**config.mk**
```make
export PLATFORM = sky130hd
export DESIGN_NAME = anden_fetch_unit
export DESIGN_NICKNAME = d
export VERILOG_FILES = /design/src/rtl/anden_pkg.sv /design/src/rtl/anden_fifo.sv /design/src/rtl/anden_fetch_unit.sv
export SDC_FILE = /design/constraint.sdc
export NUM_CORES = 1
export LEC_CHECK = 0
export CAP_MARGIN = 25
export CORE_AREA = 2 2 167 169
export CTS_CLUSTER_DIAMETER = 50
export CTS_CLUSTER_SIZE = 25
export DETAILED_ROUTE_END_ITERATION = 8
export DIE_AREA = 0 0 169 171
export PLACE_DENSITY = 0.72
export SYNTH_ARGS = -nofsm -noshare
export SYNTH_HDL_FRONTEND = slang
export SYNTH_SLANG_ARGS = --single-unit
```
**constraint.sdc**
```tcl
create_clock -name clk -period 4.9 [get_ports clk]
set_input_delay 0.98 -clock clk [delete_from_list [all_inputs] [get_ports clk]]
set_output_delay 0.98 -clock clk [all_outputs]
set_load 0.02 [all_outputs]
```
**src/rtl/anden_pkg.sv**
```systemverilog
// Shared types and constants for the anden instruction-fetch slice.
package anden_pkg;

  localparam int ANDEN_XLEN = 32;
  localparam logic [ANDEN_XLEN-1:0] ANDEN_RESET_PC = 32'h0000_0000;

  typedef struct packed {
    logic [ANDEN_XLEN-1:0] pc;
    logic [ANDEN_XLEN-1:0] inst;
  } fetch_entry_t;

endpackage

```
**src/rtl/anden_fifo.sv**
```systemverilog
// Power-of-two circular FIFO with a combinational head, flush and an occupancy count.
module anden_fifo #(
  parameter int WIDTH = 64,
  parameter int DEPTH = 4
) (
  input  logic                     clk,
  input  logic                     rst_n,
  input  logic                     flush,
  input  logic                     push,
  input  logic [WIDTH-1:0]         push_data,
  input  logic                     pop,
  output logic [WIDTH-1:0]         head,
  output logic [$clog2(DEPTH):0]   count
);

  localparam int AW = $clog2(DEPTH);
  localparam int CW = AW + 1;

  logic [WIDTH-1:0] mem [DEPTH];
  logic [AW-1:0]    wp, rp;

  assign head = mem[rp];

  always_ff @(posedge clk) begin
    if (!rst_n || flush) begin
      wp    <= '0;
      rp    <= '0;
      count <= '0;
    end else begin
      if (push) wp <= wp + AW'(1);
      if (pop)  rp <= rp + AW'(1);
      count <= count + CW'(push) - CW'(pop);
    end
  end

  // When full, a same-cycle pop frees the slot being overwritten.
  always_ff @(posedge clk) begin
    if (rst_n && !flush && push) mem[wp] <= push_data;
  end

endmodule

```
**src/rtl/anden_fetch_unit.sv**
```systemverilog
// Instruction fetch: issues word fetches, queues in-order responses for decode, handles redirects.
module anden_fetch_unit
  import anden_pkg::*;
#(
  parameter int              XLEN     = ANDEN_XLEN,
  parameter logic [XLEN-1:0] RESET_PC = XLEN'(ANDEN_RESET_PC),
  parameter int              QDEPTH   = 4
) (
  input  logic            clk,
  input  logic            rst_n,
  input  logic            redirect_valid,
  input  logic [XLEN-1:0] redirect_pc,
  output logic            imem_req_valid,
  output logic [XLEN-1:0] imem_req_addr,
  input  logic            imem_req_ready,
  input  logic            imem_resp_valid,
  input  logic [XLEN-1:0] imem_resp_data,
  output logic            if_valid,
  output logic [XLEN-1:0] if_pc,
  output logic [XLEN-1:0] if_inst,
  input  logic            id_ready
);

  localparam int CW = $clog2(QDEPTH) + 1;
  localparam int SW = CW + 2;

  logic [XLEN-1:0]   fpc, rpc, tgt;
  logic [CW-1:0]     out_cnt, drop_cnt, q_cnt;
  logic [SW-1:0]     inflight;
  logic [2*XLEN-1:0] head;
  logic              fire, push, pop, resp_drop;

  assign tgt = redirect_pc & {{(XLEN-2){1'b1}}, 2'b00};

  // Old-path responses still in flight also hold a slot, so drop_cnt + outstanding never exceeds QDEPTH.
  assign inflight       = SW'(q_cnt) + SW'(out_cnt) + SW'(drop_cnt);
  assign imem_req_valid = rst_n && !redirect_valid && (inflight < SW'(QDEPTH));
  assign imem_req_addr  = fpc;
  assign fire           = imem_req_valid && imem_req_ready;

  assign resp_drop = imem_resp_valid && (drop_cnt != '0);
  assign push      = rst_n && imem_resp_valid && (drop_cnt == '0) && !redirect_valid;

  assign if_valid = rst_n && (q_cnt != '0);
  assign pop      = if_valid && id_ready && !redirect_valid;
  assign if_pc    = head[2*XLEN-1:XLEN];
  assign if_inst  = head[XLEN-1:0];

  anden_fifo #(.WIDTH(2*XLEN), .DEPTH(QDEPTH)) u_q (
    .clk       (clk),
    .rst_n     (rst_n),
    .flush     (redirect_valid),
    .push      (push),
    .push_data ({rpc, imem_resp_data}),
    .pop       (pop),
    .head      (head),
    .count     (q_cnt)
  );

  always_ff @(posedge clk) begin
    if (!rst_n) begin
      fpc      <= RESET_PC;
      rpc      <= RESET_PC;
      out_cnt  <= '0;
      drop_cnt <= '0;
    end else if (redirect_valid) begin
      fpc      <= tgt;
      rpc      <= tgt;
      out_cnt  <= '0;
      // Everything still in flight becomes stale; a response arriving now is the oldest of them.
      drop_cnt <= drop_cnt + out_cnt - CW'(imem_resp_valid);
    end else begin
      if (fire)      fpc      <= fpc + XLEN'(4);
      if (push)      rpc      <= rpc + XLEN'(4);
      if (resp_drop) drop_cnt <= drop_cnt - CW'(1);
      out_cnt <= out_cnt + CW'(fire) - CW'(push);
    end
  end

endmodule

```
==> results of run 1 <==
-- cells by family (layout without fill, tap and decap cells) --
logic type / after synthesis / in the layout / share of synthesized area (%)
other: 1 / 4 / 0.0281
adder cells (fa/ha/maj): 24 / 24 / 2.59
AO/OA/AOI/OAI: 139 / 139 / 6.48
flip-flops: 323 / 323 / 67.0
AND/OR/NAND/NOR: 216 / 216 / 8.52
XOR/XNOR: 35 / 35 / 2.30
multiplexers: 66 / 66 / 10.8
buffers and inverters: 75 / 264 / 2.30
-- final cells by class --
class,count,area (um^2)
fill,2118,10800
sequential,323,8950
multi-input combinational,484,4120
timing repair buffer,184,1820
clock buffer,35,832
tap,346,433
clock inverter,21,262
inverter,24,90.1
-- worst max-delay path by stage --
stage	start	end	slack, ns	depth (start not counted)
6_report	out_cnt[1]	imem_req_valid	0.49	9
5_1_grt	out_cnt[1]	imem_req_valid	0.28	9
4_1_cts	out_cnt[1]	imem_req_valid	0.47	9
3_5_place_dp	rst_n	out_cnt[2]	0.90	15
3_3_place_gp	rst_n	u_q.mem[2][56]	0.86	5
2_1_floorplan	out_cnt[1]	out_cnt[2]	1.34	17
-- synthesized netlist by cell type, types with 3 or more instances --
cell and n:
and2_1 6, buf_4 4, a311oi_1 3, nand2_1 73, a21boi_0 6, nand3b_1 4
or3_1 6, and4_1 4, nor3_1 9, and3_1 14, nand3_1 21, edfxtp_1 248
o31a_1 3, buf_1 5, inv_1 24, a221oi_1 4, nor3b_1 3, dfxtp_1 75
xor2_1 21, nor2b_1 3, o22ai_1 5, nor2_1 25, o21ai_0 36, o311a_1 3
clkbuf_1 33, xnor2_1 14, fa_1 6, a31oi_1 15, or4_1 3, nand4_1 24
a211oi_1 4, buf_2 8, mux2_2 4, ha_1 18, a21oi_1 41, mux4_2 62
nor4_1 8
-- through the flow --
step	utilization [%]	power, W	std cells
after global routing	60.4	0.00623	1417
final	60.4	0.00602	1417
after floorplan	-	0.00338	882
after global placement	56.3	0.00359	1359
after detailed placement	56.4	0.00360	1361
after CTS	60.4	0.00608	1417
-- worst min-delay path, stage by stage, from the launching register on --
cell and delay, ns:
dfxtp_1 0.34, nand2_1 0.07, a21oi_1 0.05
-- per-layer routing --
| metal | part of all wire (%) | track usage (%) | wire (um) |
|---|---|---|---|
| met1 | 44 | 27.1 | 12400 |
| met2 | 48 | 32.2 | 13300 |
| met3 | 6.9 | 3.42 | 1940 |
| met4 | 1.4 | 4.50 | 392 |
| met5 | 0 | 0 | 0 |
-- state kept, by name (all words and copies together) (netlist names), named ones only --
signal	cells
imem_req_addr	30
out_cnt	3
u_q.rp	2
u_q.count	3
drop_cnt	3
u_q.mem	248
rpc	30
u_q.wp	2
-- power by group through the flow --
stage                     clock, W  sequential, W  combinational (W)
after floorplan                  0        0.00314           0.000238
after global placement           0        0.00314           0.000449
after detailed placement         0        0.00314           0.000460
after CTS                  0.00253        0.00308           0.000462
after global routing       0.00264        0.00309           0.000501
final                      0.00248        0.00309           0.000460
-- cell usage in the layout, fill, tap and decap left out, types with 8 or more instances in the layout --
cell             instances
nor3_1                   9
nand4_1                 24
and3_1                  10
nor4_1                   8
o21ai_0                 36
a31oi_1                 15
xor2_1                  21
nand2_1                 73
nor2_1                  25
dfxtp_1                 73
buf_4                   20
clkdlybuf4s50_1        161
mux4_2                  62
xnor2_1                 14
nand3_1                 21
ha_1                    18
inv_1                   24
a21oi_1                 41
edfxtp_1               248
clkbuf_16               32
==> reports/metrics.csv, run 1 <==
metric;value;unit
run_status;completed;
p_seq_share;51.2;%
cts_hold_buf;0;
tns;0;ns
hold_violations;0;
fin_crit_sh;90.1;%
die_area;28900;um^2
fp-row-count;61;
synth_seq_cells;323;
place_area;15400;um^2
synth_top_area_share;55.8;%
drc;0;
crit_family;adder cells;
grt_pass1_wl;43800;um
drive_above_1_share;14.7;%
start_kind;flop;
via_per_inst;5.71;
p_sw;0.00141;W
rsz0062_at_grt;no;
detailedPlace.worstSlack;0.899;ns
crit_path_frequent_cell;fa_1;
synth_area_leaders;edfxtp_1, dfxtp_1, mux4_2;
routed_wl;28000;um
p_int;0.00461;W
antenna_found_initial;0;
post-cts-setup-buffers;0;
worstHoldStart;u_q.wp[0];
r2r_start;out_cnt[1];
comb_power_share;7.6;%
gp_congestion;0.847;
setup_violations;0;
synth-async-reset-ratio;0;%
regToRegSetupSlack;1.00;ns
path_cells;inv_1 -> fa_1 -> nor2_1 -> fa_1 -> nor2b_1 -> o32ai_1 -> buf_4 -> nor3_1 -> clkdlybuf4s50_1;
routed-via-count;8098;
skew;0.0205;ns
synth_top_area_cell;edfxtp_1;
peakVddDrop;0.260;mV
cap_violations;0;
endpoint_kind;output port;
slowest_stage;clkdlybuf4s50_1;
h-tree-depth;1;
clock-sinks;323;
insertedDiodeCount;0;
period_minus_slack;4.41;ns
critPathMaxFanout;14;
grt_pass1_vias;8073;
ys_seq_area_share;67.0;%
finalMaxSlewViolations;0;
tightest_slew;0.824;ns
path_clk_slew;0.08;ns
fmax;0.227;GHz
clk_latency;0.56;ns
worstPathArrival;3.43;ns
finish.instance_area;16500;um^2
grt_max_degree;64;
power_density;365;nW/um^2
holdWs;0.506;ns
reg2reg_depth;17;
slew_headroom;45.1;%
layout.nets;1141;
cts_resized;0;
place.port_buffers;161;
wl_per_cell;19.8;um
r2r-end;out_cnt[2];
ios;168;
hp-class;flop to flop;
synth_area;13400;um^2
dominantRegCellSynth;edfxtp_1;
die_x;169;um
numCtsBuffers;30;
clockBufferDepth;3;
cts_tree;built;
hpwl;18200;um
grt_overflow_total;0;
drtIter0Drc;647;
area_growth;23.6;%
min_to;u_q.wp[0];
cp_num_buf_inv;3;
required;3.92;ns
initial_core_util;48.9;%
die_h;171;um
avgSynthCellArea;15.2;um^2
core-area;27300;um^2
synthCells;879;
drt-pass1-iter-count;7;
synthDistinctLibCells;62;
worstSetupPathType;flop to output port;
grt_util_all_layers;19.4;%
swShare;23.4;%
synth-edff-count;248;
cts_root_buffer;clkbuf_16;
holdPathStages;2;
leakage;5.40;nW
setup_slack;0.487;ns
yosysWarnings;0;
max_stage_delay;0.64;ns
clkPwrFrac;41.1;%
drtAntennaViolNets;0;
Power figures use the tool's default switching activity.
==> run 2: changes to the inputs <==
Settings changed: ABC_AREA from default to 1, CORE_AREA 2 2 167 169 to 2 2 173 175, DIE_AREA 0 0 169 171 to 0 0 175 177.
Clock period 4.9 ns to 4.1 ns, I/O delays scaled along.
==> reports/metrics.csv, run 2 <==
metric;value;unit;change
run_status;completed;;
start_kind;flop;;
layout.cells.non_filler;2015;;+42%
rsz0062_at_grt;no;;
routed-via-count;10900;;+34%
top_register;u_q.mem;;
drive_above_1_share;6.03;%;-8.6 points
synth-edff-count;248;;unchanged
gp_congestion;0.934;;+10%
regToRegSetupSlack;0.69;ns;-0.31 ns
cts_hold_buf;0;;unchanged
numCtsBuffers;31;;+3.3%
yosys.area_share.simple;17.5;%;+9.0 points
synth-async-reset-ratio;0;%;unchanged
synth_common_cells;nand2_1, edfxtp_1, nor2_1, o21ai_0, inv_1;;
layout.nets;1696;;+49%
h-tree-depth;1;;unchanged
die_x;175;um;+3.6%
setup_violations;0;;unchanged
period_minus_slack;3.64;ns;
place.port_buffers;161;;unchanged
drtIter0Drc;922;;+43%
final_cell_mix;nand2_1, edfxtp_1, nor2_1;;
critPathMaxFanout;3;;-11
cts_tree;built;;
die_area;31000;um^2;+7.2%
grt_util_all_layers;21.8;%;+2.3 points
post-cts-setup-buffers;0;;unchanged
leakage;6.14;nW;+14%
place_area;16400;um^2;+6.1%
dominantRegCellSynth;edfxtp_1;;
synthXorXnorAreaFrac;1.34;%;-0.95 points
hpwl;21800;um;+20%
path_clk_slew;0.07;ns;about the same
synthCells;1450;;+65%
fp-row-count;63;;+3.3%
skew;0.0176;ns;-0.00284 ns
grt_pass1_vias;10500;;+29%
holdWs;0.467;ns;-0.0394 ns
synth_top_area_share;52.0;%;-3.8 points
grt_overflow_total;0;;unchanged
finalMaxSlewViolations;0;;unchanged
worstSetupPathType;flop to output port;;
slew_headroom;54.6;%;+9.5 points
worstPathArrival;2.82;ns;-0.61 ns
tightest_slew;0.681;ns;-0.143 ns
power_density;406;nW/um^2;+11%
drt-pass1-iter-count;6;;-1
final_common_cell;nand2_1;;
p_total;0.00707;W;+17%
cts_resized;0;;unchanged
cts_root_buffer;clkbuf_16;;
clk_latency;0.55;ns;about the same
synth_top_family_by_area;simple AND/OR/NAND/NOR gates;;
wl_per_cell;16.8;um;-15%
fin_crit_sh;88.8;%;
clock-sinks;323;;unchanged
synthAdderAreaFrac;2.41;%;-0.18 points
hp-class;flop to flop;;
synthMuxAreaShare;0;%;-11 points
ios;168;;unchanged
core-area;29200;um^2;+7.0%
synth_top_area_cell;edfxtp_1;;
fmax;0.275;GHz;
avgSynthCellArea;9.88;um^2;-35%
area_growth;21.4;%;
peakVddDrop;0.290;mV;+12%
synth-compound-area-share;11.3;%;+4.8 points
finish.instance_area;17400;um^2;+5.4%
ys_seq_area_share;62.4;%;-4.6 points
synthDistinctLibCells;41;;-34%
synth_area_leaders;edfxtp_1, dfxtp_1, nand2_1;;
grt_max_degree;125;;+95%
grt_pass1_wl;53700;um;+22%
tns;0;ns;unchanged
required;3.28;ns;-0.64 ns
endpoint_kind;output port;;
synth_area;14300;um^2;+7.3%
numPlacedInstances;1959;;+44%
die_h;177;um;+3.5%
drc;0;;unchanged
insertedDiodeCount;0;;unchanged
yosysWarnings;0;;unchanged
hold_violations;0;;unchanged
synth_most_common_cell;nand2_1;;
cap_violations;0;;unchanged
antenna_found_initial;0;;unchanged
synth_seq_cells;323;;unchanged
via_per_inst;5.40;;-5.5%
routed_wl;33800;um;+21%
largest_reg_flops;248;;unchanged
initial_core_util;49.0;%;+0.13 points
drtAntennaViolNets;0;;unchanged
clockBufferDepth;3;;unchanged
-- run 2: final cells by class --
cell class	count	area, um^2
Timing Repair Buffer	182	1800
Clock inverter	21	253
Clock buffer	35	791
Sequential cell	323	8950
Multi-Input combinational cell	956	4710
Fill cell	2421	11800
Inverter	108	408
Tap cell	390	488
-- run 2: cells by family (layout without fill, tap and decap cells) --
logic type	Yosys count	in the layout
XOR/XNOR	22	22
flip-flops	323	323
AND/OR/NAND/NOR	610	610
adder cells (fa/ha/maj)	24	24
AO/OA/AOI/OAI	296	296
buffers and inverters	174	346
other	1	4
-- run 2: through the flow --
step                      util [%]  setup WS (ns)
after floorplan                  -         -0.341
after global placement        55.9          0.668
after detailed placement      55.9          0.618
after CTS                     59.5         0.0150
after global routing          59.5          0.239
final                         59.5          0.461
-- run 2: per-layer routing --
metal | global-route usage (%) | wire, um | vias to the layer above
met5 | 0 | 0 | -
met4 | 7.33 | 988 | 0
met3 | 2.58 | 2280 | 69
met2 | 35.8 | 15700 | 429
met1 | 30.2 | 14800 | 5094
li1 | - | - | 5295
-- run 2: power by group --
group | internal [W] | switching [W] | total (W) | leakage (nW)
Combinational | 0.000231 | 0.000308 | 0.000539 | 2.77
Sequential | 0.00359 | 0.0000846 | 0.00368 | 2.86
Clock | 0.00157 | 0.00128 | 0.00285 | 0.503
Total | 0.00539 | 0.00167 | 0.00707 | 6.14
-- run 2: path summary, 6_finish.rpt --
path	from	to	cells past startpoint
setup / recovery	out_cnt[1]	imem_req_valid	8
hold / removal	u_q.rp[1]	flop	2
setup reg to reg	out_cnt[1]	out_cnt[2]	13
hold reg to reg	u_q.rp[1]	flop	2
-- run 2: critical path: stages, from the launching register on --
cell	delay, ns
dfxtp_1	0.39
inv_1	0.10
fa_1	0.52
a21oi_1	0.18
fa_1	0.48
a211oi_4	0.26
nand2_1	0.09
inv_1	0.05
dlymetal6s2s_1	0.21
==> RTL change: new RTL, config.mk and constraints of run 2 <==
`QDEPTH`: 4 -> 2.
--- a/src/rtl/anden_fetch_unit.sv
+++ b/src/rtl/anden_fetch_unit.sv
@@ -5,5 +5,5 @@
   parameter int              XLEN     = ANDEN_XLEN,
   parameter logic [XLEN-1:0] RESET_PC = XLEN'(ANDEN_RESET_PC),
-  parameter int              QDEPTH   = 4
+  parameter int              QDEPTH   = 2
 ) (
   input  logic            clk,
Formal check against the unedited RTL: not equivalent (Yosys sat finds a counterexample within 4 cycles, from zero or initial values and one cycle with rst_n low).
==> RTL change against run 2 <==
Worst setup slack gained 0.070 ns; largest power group unchanged; sequential cell count shrank 130; area after synthesis shrank 37%; synthesized cell count shrank 34%; wire length decreased by 30%; final area down 33%; count of clock-buffer cells in the layout is 18 lower; total power shrank 39%.
==> RTL change: results (changes against run 2) <==
Global route
  • First-pass GRT wire length: 36500 um (-32%)
  • Largest net degree at the start of global routing: 63 (-50%)
  • Vias in the first global route: 6849 (-34%)
  • GR Util All Layers: 15.2% (-6.5 points)

Status
  • Status: complete, no violations

Yosys
  • Post-synthesis sequential area ratio: 56.2% (-6.2 points)
  • Cells after Synth: 962 (-34%)
  • EDFF count, synth: 124 (-50%)

Clock tree
  • Post-CTS Setup Bufs: 0 (unchanged)
  • TritonCTS buffer count: 17 (-45%)
  • Max Root-Sink Buffers: 2 (-1)
  • H-tree levels: 4 (+3)

Final layout
  • Share of layout cells above drive strength 1: 11.7% (+5.7 points)
  • Non-filler cells, final: 1528 (-24%)
  • Max FFs per register: 124 (-50%)
  • Layout fillers: 2830 (+17%)

Timing
  • Clock skew: 0.00656 ns (-0.0111 ns)
  • Slew margin rel.: 54.7% (+0.076 points)

Placed design
  • GPL Wtd Cong: 0.924 (-1.1%)
  • Final HPWL from detailed placement: 16900 um (-22%)
  • Pre-CTS WS: 0.759 ns (+0.140 ns)

Drt
  • Initial DRC Count: 660 (-28%)
  • Drt pass-1 iters: 5 (-1)
  • Vias: 7328 (-33%)

Critical path
  • Critical path arrival: 2.75 ns (-0.07 ns)
-- RTL change: cell count changes in the layout (fill, tap and decap cells not counted), sizes merged, moves of 29 or more --
| cell | delta |
|---|---|
| mux2 | +62 |
| nand2 | -29 |
| o21ai | -119 |
| nor2 | -137 |
| edfxtp | -124 |
| o22ai | -62 |
-- RTL change: power groups by stage --
stage | logic, uW | registers [uW] | clock network (uW)
2_1_floorplan | 225 | 2240 | 0
3_3_place_gp | 442 | 2240 | 0
3_5_place_dp | 454 | 2250 | 0
4_1_cts | 457 | 2200 | 1660
5_1_grt | 498 | 2210 | 1740
6_report | 456 | 2200 | 1630
-- RTL change: final timing paths --
path / start / endpoint / slack (ns) / depth (start not counted)
worst min-delay path: rpc[31] / u_q.mem[1][63] / 0.49 / 0
worst min register to register: rpc[31] / u_q.mem[1][63] / 0.49 / 0
worst max-delay path: out_cnt[1] / imem_req_valid / 0.53 / 8
worst max register to register: out_cnt[1] / out_cnt[1] / 1.22 / 14
-- RTL change: kinds of logic after synthesis --
group / count (synthesis) / share of synthesized area, %
xor gates and xnor gates: 18 / 1.74
adders and majority gates: 13 / 1.87
DFF: 193 / 56.2
AOI/OAI and AO/OA: 121 / 7.29
and+or+nand+nor: 418 / 19.1
buffers and inverters: 136 / 6.03
other: 1 / 0.0413
muxes: 62 / 7.69
-- RTL change: worst max-delay path, stage by stage (launching register included) --
cell and delay, ns:
dfxtp_1 0.39, inv_1 0.08, fa_1 0.53, inv_1 0.05, ha_1 0.27, inv_1 0.05, nand3b_1 0.12, nor2_2 0.17
clkdlybuf4s50_1 0.65
-- RTL change: metal layers --
layer,vias up,track usage [%],routed length [um]
met4,0,4.79,435
li1,3543,-,-
met2,315,24.2,10900
met5,-,0,0
met3,28,3.54,2040
met1,3442,20.7,10300
-- RTL change: through the flow --
stage                     cell area (um2)  total power [uW]
final                               11700              4290
after global routing                11700              4450
after CTS                           11700              4320
after detailed placement            11200              2700
after global placement              11200              2690
after floorplan                      9100              2470
-- RTL change: final cells by class --
| class | instances | share of cell area (%) |
|---|---|---|
| Multi-Input combinational cell | 636 | 29.4 |
| Tap cell | 390 | 4.15 |
| Inverter | 107 | 3.44 |
| Clock buffer | 17 | 3.62 |
| Timing Repair Buffer | 171 | 14.6 |
| Sequential cell | 193 | 43.5 |
| Clock inverter | 14 | 1.32 |
